--- src/rtl/sprite_anim_renderer.sv ---
// Sprite renderer for the VGA pixel path. It maps DrawX/DrawY into a multi-frame
// sprite sheet in an external ROM, then scales, flips, colour-keys and animates the sprite.
module sprite_anim_renderer #(
  parameter int SPRITE_W        = 32,
  parameter int SPRITE_H        = 32,
  parameter int FRAMES          = 4,
  parameter int IDX_W           = 3,
  parameter int SCALE_SHIFT     = 1,
  parameter int FRAME_PERIOD    = 8,
  parameter int TRANSPARENT_IDX = 0,
  parameter int ROM_LATENCY     = 1,
  localparam int ADDR_W  = $clog2(FRAMES * SPRITE_W * SPRITE_H),
  localparam int FRAME_W = (FRAMES > 1) ? $clog2(FRAMES) : 1
) (
  input  logic               vga_clk,
  input  logic               reset,
  input  logic [9:0]         DrawX,
  input  logic [9:0]         DrawY,
  input  logic               blank,
  input  logic               enable,
  input  logic               anim_en,
  input  logic               flip_h,
  input  logic [9:0]         sprite_x,
  input  logic [9:0]         sprite_y,
  input  logic [3:0]         bg_red,
  input  logic [3:0]         bg_green,
  input  logic [3:0]         bg_blue,
  output logic [ADDR_W-1:0]  rom_addr,
  input  logic [IDX_W-1:0]   rom_q,
  output logic [IDX_W-1:0]   pal_index,
  input  logic [3:0]         pal_red,
  input  logic [3:0]         pal_green,
  input  logic [3:0]         pal_blue,
  output logic [FRAME_W-1:0] cur_frame,
  output logic [3:0]         red,
  output logic [3:0]         green,
  output logic [3:0]         blue
);

  localparam int TX_W   = $clog2(SPRITE_W);
  localparam int TY_W   = $clog2(SPRITE_H);
  localparam int TICK_W = (FRAME_PERIOD > 1) ? $clog2(FRAME_PERIOD) : 1;
  localparam int DEPTH  = 1 + ROM_LATENCY;
  localparam logic [10:0] SPAN_X = 11'(SPRITE_W << SCALE_SHIFT);
  localparam logic [10:0] SPAN_Y = 11'(SPRITE_H << SCALE_SHIFT);

  logic [10:0]        dx, dy;
  logic               hit_d;
  logic [TX_W-1:0]    tx;
  logic [TY_W-1:0]    ty;
  logic [ADDR_W-1:0]  addr_d, rom_addr_q;
  logic [DEPTH-1:0]   hit_q, blank_q;
  logic [11:0]        bg_q [DEPTH];
  logic [11:0]        rgb_d, rgb_q;
  logic               frame_evt, evt_q;
  logic [TICK_W-1:0]  tick_q;
  logic [FRAME_W-1:0] cur_frame_q;

  // 11-bit differences keep the sprite from wrapping past the right/bottom edge
  assign dx = {1'b0, DrawX} - {1'b0, sprite_x};
  assign dy = {1'b0, DrawY} - {1'b0, sprite_y};

  always_comb begin
    hit_d = enable && (DrawX >= sprite_x) && (dx < SPAN_X) &&
            (DrawY >= sprite_y) && (dy < SPAN_Y);
    tx = TX_W'(dx >> SCALE_SHIFT);
    if (flip_h) tx = TX_W'(SPRITE_W - 1) - tx;
    ty = TY_W'(dy >> SCALE_SHIFT);
    addr_d = '0;
    if (hit_d)
      addr_d = ADDR_W'(cur_frame_q) * ADDR_W'(SPRITE_W * SPRITE_H) +
               ADDR_W'(ty) * ADDR_W'(SPRITE_W) + ADDR_W'(tx);
  end

  always_comb begin
    rgb_d = bg_q[DEPTH-1];
    if (!blank_q[DEPTH-1])
      rgb_d = '0;
    else if (hit_q[DEPTH-1] && (rom_q != IDX_W'(TRANSPARENT_IDX)))
      rgb_d = {pal_red, pal_green, pal_blue};
  end

  // Side-band delay line keeps hit/blank/bg aligned with the ROM data
  always_ff @(posedge vga_clk) begin
    if (reset) begin
      rom_addr_q <= '0;
      hit_q      <= '0;
      blank_q    <= '0;
      rgb_q      <= '0;
      for (int i = 0; i < DEPTH; i++) bg_q[i] <= '0;
    end else begin
      rom_addr_q <= addr_d;
      hit_q      <= {hit_q[DEPTH-2:0], hit_d};
      blank_q    <= {blank_q[DEPTH-2:0], blank};
      for (int i = DEPTH - 1; i > 0; i--) bg_q[i] <= bg_q[i-1];
      bg_q[0]    <= {bg_red, bg_green, bg_blue};
      rgb_q      <= rgb_d;
    end
  end

  // Start of the first blanking line; edge-detected so a stalled DrawX counts once
  assign frame_evt = (DrawX == 10'd0) && (DrawY == 10'd480);

  always_ff @(posedge vga_clk) begin
    if (reset) begin
      evt_q       <= 1'b0;
      tick_q      <= '0;
      cur_frame_q <= '0;
    end else begin
      evt_q <= frame_evt;
      if (frame_evt && !evt_q && anim_en) begin
        if (tick_q == TICK_W'(FRAME_PERIOD - 1)) begin
          tick_q      <= '0;
          cur_frame_q <= (cur_frame_q == FRAME_W'(FRAMES - 1)) ? '0 : cur_frame_q + 1'b1;
        end else begin
          tick_q <= tick_q + 1'b1;
        end
      end
    end
  end

  assign rom_addr  = rom_addr_q;
  assign pal_index = rom_q;
  assign cur_frame = cur_frame_q;
  assign {red, green, blue} = rgb_q;

endmodule

--- config.mk ---
export PLATFORM = sky130hd
export DESIGN_NAME = sprite_anim_renderer
export DESIGN_NICKNAME = d
export VERILOG_FILES = /design/src/rtl/sprite_anim_renderer.sv
export SDC_FILE = /design/constraint.sdc
export NUM_CORES = 1
export LEC_CHECK = 0
export ABC_AREA = 1
export BUFFER_PORTS_ARGS = -buffer_cell sky130_fd_sc_hd__buf_2
export CAP_MARGIN = 10
export CORE_MARGIN = 5
export CORE_UTILIZATION = 51
export DETAILED_ROUTE_END_ITERATION = 6
export PLACE_DENSITY = 0.76
export SYNTH_ARGS = -nofsm -noshare
export SYNTH_HDL_FRONTEND = slang
export SYNTH_SLANG_ARGS = --single-unit
export TNS_END_PERCENT = 10
--- constraint.sdc ---
create_clock -name vga_clk -period 2.48 [get_ports vga_clk]
set_input_delay 0.496 -clock vga_clk [delete_from_list [all_inputs] [get_ports vga_clk]]
set_output_delay 0.496 -clock vga_clk [all_outputs]
set_load 0.02 [all_outputs]
Word level (Yosys, flattened, before mapping)
Memory sizes are Yosys's and may differ from the RTL's.
Index checks and enable logic that the tools add are counted.
{"block": "totals", "latchBits": 0, "mem_bits_rw": 24, "romBits": 0, "n_memories": 1, "inputBits": 73, "word_cells": 49, "out_inout_bits": 29, "register_bits": 34}
{"name": "bg_q", "depth": 2, "word_bits": 12, "read_ports": 2, "rd_clocked_by_memory_dff": 0, "write_ports": 2, "line_no": "53", "source": "logic [11:0] bg_q [DEPTH];"}
{"block": "op_classes", "n_mul": 0, "bitwise_logic": 4, "reduce_logical": 14, "addsub": 7, "mux": 9, "div": 0, "n_lt_le_gt_ge": 4, "shifts": 0, "n_eq_ne": 3}
{"cell": "two-way mux 12 bit", "count": 3}
{"cell": "less-than comparator 11 x 7 -> 1 bit, second input constant", "count": 2}
{"cell": "subtractor 10 x 10 -> 11 bit", "count": 2}
{"cell": ">= comparator 10 bit", "count": 2}
{"cell": "adder 12 x 10 -> 12 bit", "count": 1}
{"cell": "adder 12 x 5 -> 12 bit", "count": 1}
{"cell": "equality test 10 x 9 -> 1 bit, second input constant", "count": 1}
{"cell": "zero test 10 bit", "count": 1}
{"cell": "logical AND 1 bit", "count": 8}
{"cell": "two-way mux 5 bit", "count": 1}
{"cell": "subtractor 5 bit, first input constant", "count": 1}
{"cell": "OR reduction 2 bit", "count": 2}
{"cell": "adder 3 x 1 -> 3 bit, second input constant", "count": 1}
{"cell": "equality test 3 bit, second input constant", "count": 1}
{"cell": "two-way mux 1 bit", "count": 3}
{"cell": "two-way mux 3 bit", "count": 1}
{"cell": "nonzero test 3 bit", "count": 1}
{"cell": "adder 2 x 1 -> 2 bit, second input constant", "count": 1}
{"cell": "equality test 2 bit, second input constant", "count": 1}
{"cell": "two-way mux 2 bit", "count": 1}
{"cell": "inverter 1 bit", "count": 2}
{"cell": "bitwise OR 1 bit", "count": 2}
{"cell": "AND reduction 2 bit", "count": 1}
{"cell": "zero test 1 bit", "count": 1}

Depth between registers and ports, before layout
Gate-level depths: netlist of the first run.
{"block": "logic_depth", "word_depth": 7, "depth_mapped": 16, "ltp_nobuf": 15}

Worst setup path before layout of the first run
No wires, ideal clock.
{"block": "synth_timing", "kind": "input-to-reg", "startpoint": "in DrawY[0]", "endpoint": "reg rom_addr_q[5] (netlist: rom_addr[5])", "setup_slack_ns": 0.265, "arrival_ns": 2.153, "stages": 16, "setup_time_ns": 0.062, "n_path_buf": 1, "t_required_ns": 2.418, "path_cell_list": "inv_1 ha_1 fa_1 inv_1 nand2_1 nand2_1 and2_4 nand2_2 nand2_1 nand2_1 nand2_1 nand3_2 nor2_2 nand3_2 buf_6 nor2_2"}
{"block": "synth_via", "elab_chain_cells": 5, "elab_cells_between_ends": 9, "classes_between": "3 x add/sub; 2 x order compare; 1 x bitwise; 3 x reduce/logical"}
{"item": "start, declared", "line_no": "18", "source": "input logic [9:0] DrawY,"}
{"item": "branches (longest 5 deep; another with adder 12 x 10 -> 12 bit)"}
{"item": "end signal, assigned", "line_no": "92", "source": "rom_addr_q <= addr_d;"}
{"item": "end, declared", "line_no": "51", "source": "logic [ADDR_W-1:0] addr_d, rom_addr_q;"}
Several ways; the timed one is not identified.
A chain may end at the register's enable or synchronous reset.

Final worst setup path of the first run
{"block": "layout_timing", "startpoint": "in DrawX[0]", "endpoint": "reg rom_addr_q[11] (netlist: rom_addr[11])"}
{"block": "layout_via", "elab_chain_cells": 7, "elab_cells_between_ends": 12, "classes_between": "3 x add/sub; 2 x order compare; 1 x mux; 1 x bitwise; 5 x reduce/logical"}
{"item": "start, declared", "line_no": "17", "source": "input logic [9:0] DrawX,"}
{"item": "branches (longest 7 deep; another with adder 12 x 5 -> 12 bit)"}
Several ways; the timed one is not identified.

==> flow_metrics.py, run 1 <==
metrics = {
    "power_and_ir_drop": {
        "vdd_drop_max_mv": 0.4469,
        "switchingPower_mw": 0.6087,
        "power_frac_comb_pct": 19.4,
        "switching_share_pct": 26.98,
        "finalPower_mw": 2.256,
        "p_clk_share_pct": 38.2,
        "powerDensity_nw_per_um2": 562.9,
        "seqPwrFrac_pct": 42.5,
        "p_int_mw": 1.647,
        "p_leak_nw": 2.286,
    },
    "placed_design": {
        "port_buffers": 101,
        "place_area_um2": 3804,
        "pre_cts_ws_ns": 0.04658,
        "gp_congestion": 0.9269,
        "hpwl_um": 5929,
    },
    "critical_path": {
        "path_depth": 16,
        "startpoint_type": "input port",
        "endpoint_kind": "flop",
        "required_ns": 2.73,
        "cp_top_family": "simple AND/OR/NAND/NOR gates",
        "slowest_stage": "fa_1",
        "crit_chain": "buf_2 > inv_1 > ha_1 > fa_1 > inv_1 > nand2_1 > a21oi_2 > nand2_2 > nand2_2 > nand2_1 > nand2_1 > nand3_1 > nor2_2 > nand3_2 > buf_12 > nor2_1",
        "cp_max_fo": 13,
        "max_stage_delay_ns": 0.41,
        "path_buf_inv": 4,
        "cpMostUsedCell": "nand2_1",
        "r2r_cells": 6,
        "path_class": "input port to flop",
        "worstPathArrival_ns": 2.35,
    },
    "logic_synthesis": {
        "seq_area_frac_synth_pct": 36.11,
        "yosys.area.top_type_share_pct": 36.11,
        "synth_area_um2": 3216,
        "ys_async_sr_fraction_pct": 0,
        "synth-edff-count": 0,
        "synth_area_per_cell_um2": 6.856,
        "ys.flop_type": "dfxtp_1",
        "synth_seq_cells": 58,
        "synthTopCellsByArea": "dfxtp_1, inv_1, nand2_1",
        "netlist_top_cells_count": "inv_1, nand2_1, nor2_1",
        "syn_nets": 567,
        "yosys_warnings": 0,
        "synth.distinct_cells": 32,
        "synth_most_common_cell": "inv_1",
        "synthCells": 469,
        "synth_area_leader_cell": "dfxtp_1",
    },
    "finish": {
        "regArea_um2": 1161,
        "design_area_um2": 4008,
        "fill_cells": 561,
        "multi_input_area_um2": 1612,
        "diodes": 0,
        "area_delta_synth_final_pct": 24.63,
        "drive_gt1_share_pct": 25.86,
        "nNetsFinal": 673,
        "post-route-util_pct": 64.21,
    },
    "clock_network": {
        "clock_latency_ns": 0.31,
        "path_clk_slew_ns": 0.06,
        "clock_path_buffers": 2,
        "h-tree-depth": 3,
        "root_buffer": "clkbuf_8",
        "cts_tree": "done",
        "post-cts-setup-buffers": 0,
        "numCtsBuffers": 9,
        "cts-resized-gates": 0,
        "holdBufCountCts": 0,
        "clock_sinks": 58,
    },
    "route": {
        "route.detailed.drc": 0,
        "ant_nets": 0,
        "drt_iter0_markers": 135,
        "wl_um": 7078,
        "dr.pass1.iters": 4,
        "viasPerCell": 4.624,
        "vias": 3038,
        "routedWlPerCell_um": 10.77,
    },
    "timing": {
        "fin_setup_tns_ns": 0,
        "period_share_pct": 84.76,
        "slew_headroom_pct": 72.35,
        "fmax_mhz": 475.7,
        "clock_skew_ns": 0.004058,
        "report.final.slew_viol_count": 0,
        "worst_pin_slew_ns": 0.4113,
        "rsz0062_at_grt": "false",
        "hold_violations": 0,
        "min_period_ns": 2.102,
        "timing.final.ws_setup_ns": 0.3778,
        "setup_violations": 0,
    },
    "hold_path": {
        "hold_class": "input port to flop",
        "hold_depth": 3,
    },
    "die": {
        "core_area_um2": 6241,
        "dieArea_um2": 7993,
        "io-pin-count": 102,
        "initial_core_util_pct": 51.52,
        "fp-row-count": 29,
        "fp.dieH_um": 89.41,
        "die_w_um": 89.41,
    },
    "global_routing": {
        "grt_start_max_net_pins": 26,
        "antenna_found_initial": 0,
        "grt_util_all_layers_pct": 18.71,
        "grt_overflow": 0,
        "grt_pass1_wl_um": 11860,
        "grt_pass1_vias": 2898,
    },
    "outcome": {
        "status": "complete, no violations",
    },
    "job": {
        "max_cap_viol_count": 0,
    },
}
## state kept, by name, indices dropped and copies added, names as in the netlist
register	cells
cur_frame	2
rom_addr	12
tick_q	3
evt_q	1
hit_q	2
rgb_q	12
bg_q	24
blank_q	2
## cells in the final DEF, fill, tap and decap left out, types with 2 or more instances in the layout
cell / Yosys / final
inv_1: 101 / 101
buf_2: 0 / 101
nand2_1: 92 / 92
nor2_1: 84 / 84
dfxtp_1: 58 / 58
ha_1: 23 / 23
nand3_1: 14 / 14
a21oi_1: 13 / 13
o21ai_0: 13 / 13
nor2_2: 12 / 12
clkbuf_8: 0 / 11
xnor2_1: 7 / 7
nand2_2: 6 / 6
xor2_1: 6 / 6
nand4_1: 5 / 5
nand3b_1: 4 / 4
nand3_2: 3 / 3
clkinv_2: 0 / 3
buf_4: 3 / 3
or2_1: 2 / 2
inv_2: 2 / 2
o21ai_1: 2 / 2
fa_1: 2 / 2
## final cells by class
class,instances,share of cell area (%)
Timing Repair Buffer,105,13.67
Tap cell,77,2.404
Multi-Input combinational cell,298,40.21
Clock buffer,11,3.778
Inverter,103,9.647
Sequential cell,58,28.97
Clock inverter,5,1.311
## power groups by stage
stage / logic (mW) / registers, mW / clock network [mW]
floorplan: 0.307 / 0.978 / 0
global placement: 0.432 / 0.978 / 0
detailed placement: 0.435 / 0.978 / 0
CTS: 0.438 / 0.958 / 0.873
global route: 0.501 / 0.959 / 0.917
finish: 0.438 / 0.958 / 0.861
## per-stage QoR
| stage | cells | hold slack (ns) |
|---|---|---|
| after floorplan | 469 | 0.3883 |
| after global placement | 641 | 0.3902 |
| after detailed placement | 641 | 0.3922 |
| after CTS | 657 | 0.3694 |
| after global routing | 657 | 0.3708 |
| final | 657 | 0.3796 |
## worst paths after layout
check	to	from	slack (ns)
min	bg_q[0][6]	bg_green[2]	0.38
min reg2reg	bg_q[0][15]	bg_q[0][3]	0.39
max	rom_addr[11]	DrawX[0]	0.38
max reg2reg	cur_frame[1]	tick_q[0]	1.37
## cells by family (layout without fill, tap and decap cells)
family / after synthesis / in the layout / share of synthesized area [%]
xor gates and xnor gates: 13 / 13 / 3.541
buffers and inverters: 113 / 224 / 13.77
AOI/OAI and AO/OA: 32 / 32 / 5.370
adders and majority gates: 25 / 25 / 10.19
and+or+nand+nor: 228 / 228 / 31.01
DFF: 58 / 58 / 36.11
## layer usage
| metal | GRT usage (%) | up-vias | wire length (um) |
|---|---|---|---|
| li1 | - | 1605 | - |
| met1 | 22.25 | 1331 | 3015 |
| met2 | 33.76 | 94 | 3524 |
| met3 | 2.765 | 8 | 445 |
| met4 | 7.037 | 0 | 92 |
| met5 | 0 | - | 0 |
## worst min-delay path, stage by stage
cell and delay, ns:
buf_2 0.07, inv_1 0.03, nor2_1 0.06
Note: power is estimated with default switching activity, not from simulation.
==> inputs of run 2 (changes only) <==
--- a/config.mk
+++ b/config.mk
@@ -9,9 +9,9 @@
 export BUFFER_PORTS_ARGS = -buffer_cell sky130_fd_sc_hd__buf_2
 export CAP_MARGIN = 10
 export CORE_MARGIN = 5
-export CORE_UTILIZATION = 51
+export CORE_UTILIZATION = 46
 export DETAILED_ROUTE_END_ITERATION = 6
-export PLACE_DENSITY = 0.76
+export PLACE_DENSITY = 0.72
 export SYNTH_ARGS = -nofsm -noshare
 export SYNTH_HDL_FRONTEND = slang
 export SYNTH_SLANG_ARGS = --single-unit
==> constraint.sdc (replaced) <==
create_clock -name vga_clk -period 1.9 [get_ports vga_clk]
set_input_delay 0.38 -clock vga_clk [delete_from_list [all_inputs] [get_ports vga_clk]]
set_output_delay 0.38 -clock vga_clk [all_outputs]
set_load 0.02 [all_outputs]
==> run 2 against run 1 <==
Against the previous run: critical path depth unchanged; combinational power increased by 64%; first-iteration DRC count decreased by 70%; hold slack lost 0.12 ns; clock power up 21%; sequential cell count unchanged; clock-buffer cell count shrank 1; critical path type unchanged; largest cell class unchanged.
==> flow_metrics.py, run 2 (same netlist as run 1, synthesis figures left out) <==
metrics = {
    "die": {
        "fp-row-count": 30,
        "io-pin-count": 102,
        "fp.dieH_um": 93.61,
        "core_area_um2": 6794,
        "die_w_um": 93.61,
        "dieArea_um2": 8763,
        "initial_core_util_pct": 47.33,
    },
    "clock_network": {
        "path_clk_slew_ns": 0.06,
        "root_buffer": "clkbuf_8",
        "clock_latency_ns": 0.32,
        "h-tree-depth": 3,
        "holdBufCountCts": 0,
        "clock_path_buffers": 2,
        "clock_sinks": 58,
        "numCtsBuffers": 9,
        "cts_tree": "done",
    },
    "global_routing": {
        "grt_pass1_vias": 2978,
        "antenna_found_initial": 0,
        "grt_util_all_layers_pct": 17.62,
        "grt_overflow": 0,
        "grt_pass1_wl_um": 12340,
        "grt_start_max_net_pins": 22,
    },
    "timing": {
        "hold_violations": 0,
        "worst_pin_slew_ns": 0.3414,
        "report.final.slew_viol_count": 0,
        "period_share_pct": 99.21,
        "slew_headroom_pct": 77.05,
        "clock_skew_ns": 0.005205,
        "min_period_ns": 1.885,
        "rsz0062_at_grt": "true",
        "whs_ns": 0.2588,
        "fin_setup_tns_ns": 0,
        "setup_violations": 0,
        "fmax_mhz": 530.5,
    },
    "route": {
        "dr.pass1.iters": 4,
        "drt_iter0_markers": 41,
        "ant_nets": 0,
        "vias": 3233,
        "route.detailed.drc": 0,
        "routedWlPerCell_um": 10.62,
        "wl_um": 7701,
        "viasPerCell": 4.459,
    },
    "critical_path": {
        "cp_max_fo": 6,
        "slowest_stage": "fa_2",
        "ff2ff_setup_slack_ns": 0.78,
        "path_class": "input port to flop",
        "endpoint_kind": "flop",
        "cpMostUsedCell": "nand2_2",
        "r2r_cells": 6,
        "crit_chain": "buf_8 > inv_12 > ha_4 > fa_2 > inv_2 > nand2_2 > a21oi_2 > nand2_2 > nand2_2 > nand2_1 > nand2_1 > nand3_1 > nor2_2 > nand3_2 > clkbuf_16 > nor2_2",
        "max_stage_delay_ns": 0.35,
        "startpoint_type": "input port",
        "worstPathArrival_ns": 2.15,
        "required_ns": 2.17,
    },
    "power_and_ir_drop": {
        "p_clk_share_pct": 34.5,
        "seqPwrFrac_pct": 41.6,
        "vdd_drop_max_mv": 0.2819,
        "switchingPower_mw": 0.8188,
        "p_int_mw": 2.188,
        "finalPower_mw": 3.006,
        "p_leak_nw": 2.529,
        "powerDensity_nw_per_um2": 670.1,
        "power_frac_comb_pct": 24.0,
        "switching_share_pct": 27.23,
    },
    "outcome": {
        "status": "complete, no violations",
    },
    "placed_design": {
        "place_area_um2": 4208,
        "port_buffers": 101,
        "gp_congestion": 0.9487,
        "hpwl_um": 6416,
    },
    "finish": {
        "area_delta_synth_final_pct": 39.53,
        "design_area_um2": 4487,
        "drive_gt1_share_pct": 33.86,
        "final_cell_mix": "buf_2, inv_1, nand2_1, nor2_1, dfxtp_1",
        "diodes": 0,
        "final_common_cell": "buf_2",
        "largest_reg_flops": 24,
        "post-route-util_pct": 66.04,
        "nNetsFinal": 722,
        "top_register": "bg_q",
    },
    "hold_path": {
        "hold_class": "input port to flop",
        "hold_depth": 3,
    },
    "job": {
        "max_cap_viol_count": 0,
    },
}
run 2: timing repair:
item	CTS	global route
cloned	0	1
resized for setup	1	13
endpoints found under the setup margin	13	13
buffers inserted	1	2
pin swaps	1	9
run 2: area by class of cell:
cell class                      instances  area [um^2]
Tap cell                               96        120.1
Multi-Input combinational cell        298         1672
Timing Repair Buffer                  154        949.7
Fill cell                             611         2307
Inverter                              103        399.1
Sequential cell                        58         1161
Clock inverter                          6        57.56
Clock buffer                           10        127.6
run 2: critical path, delay by kind of cell:
| kind | cells | cell delay [ns] |
|---|---|---|
| buf+inv | 4 | 0.37 |
| fa+ha+maj | 2 | 0.50 |
| simple gates | 9 | 0.71 |
| compound gates | 1 | 0.18 |
run 2: path summary, 6_finish.rpt:
path / from / end
worst min-delay path: bg_red[0] / bg_q[0][8]
worst min register to register: bg_q[0][6] / bg_q[0][18]
worst max-delay path: DrawX[0] / rom_addr[3]
worst max register to register: tick_q[0] / cur_frame[0]
run 2: stage by stage:
stage          setup WS, ns  cells
2_1_floorplan       -0.1009    469
3_3_place_gp        -0.2992    705
3_5_place_dp        -0.3781    705
4_1_cts             0.03058    722
5_1_grt            -0.06931    725
6_report            0.01495    725
run 2: power by group through the flow:
stage	sequential (mW)	clock (mW)	combinational, mW
final	1.25	1.04	0.720
after global routing	1.25	1.13	0.810
after CTS	1.25	1.06	0.700
after detailed placement	1.28	0	0.692
after global placement	1.28	0	0.683
after floorplan	1.28	0	0.408
run 2: metal layers:
metal / track usage [%] / share of wire, % / routed length [um] / up-vias
li1: - / - / - / 1708
met1: 20.78 / 42 / 3266 / 1399
met2: 31.39 / 49 / 3806 / 109
met3: 3.138 / 6.1 / 471 / 17
met4: 7.100 / 2.0 / 157 / 0
met5: 0 / 0 / 0 / -
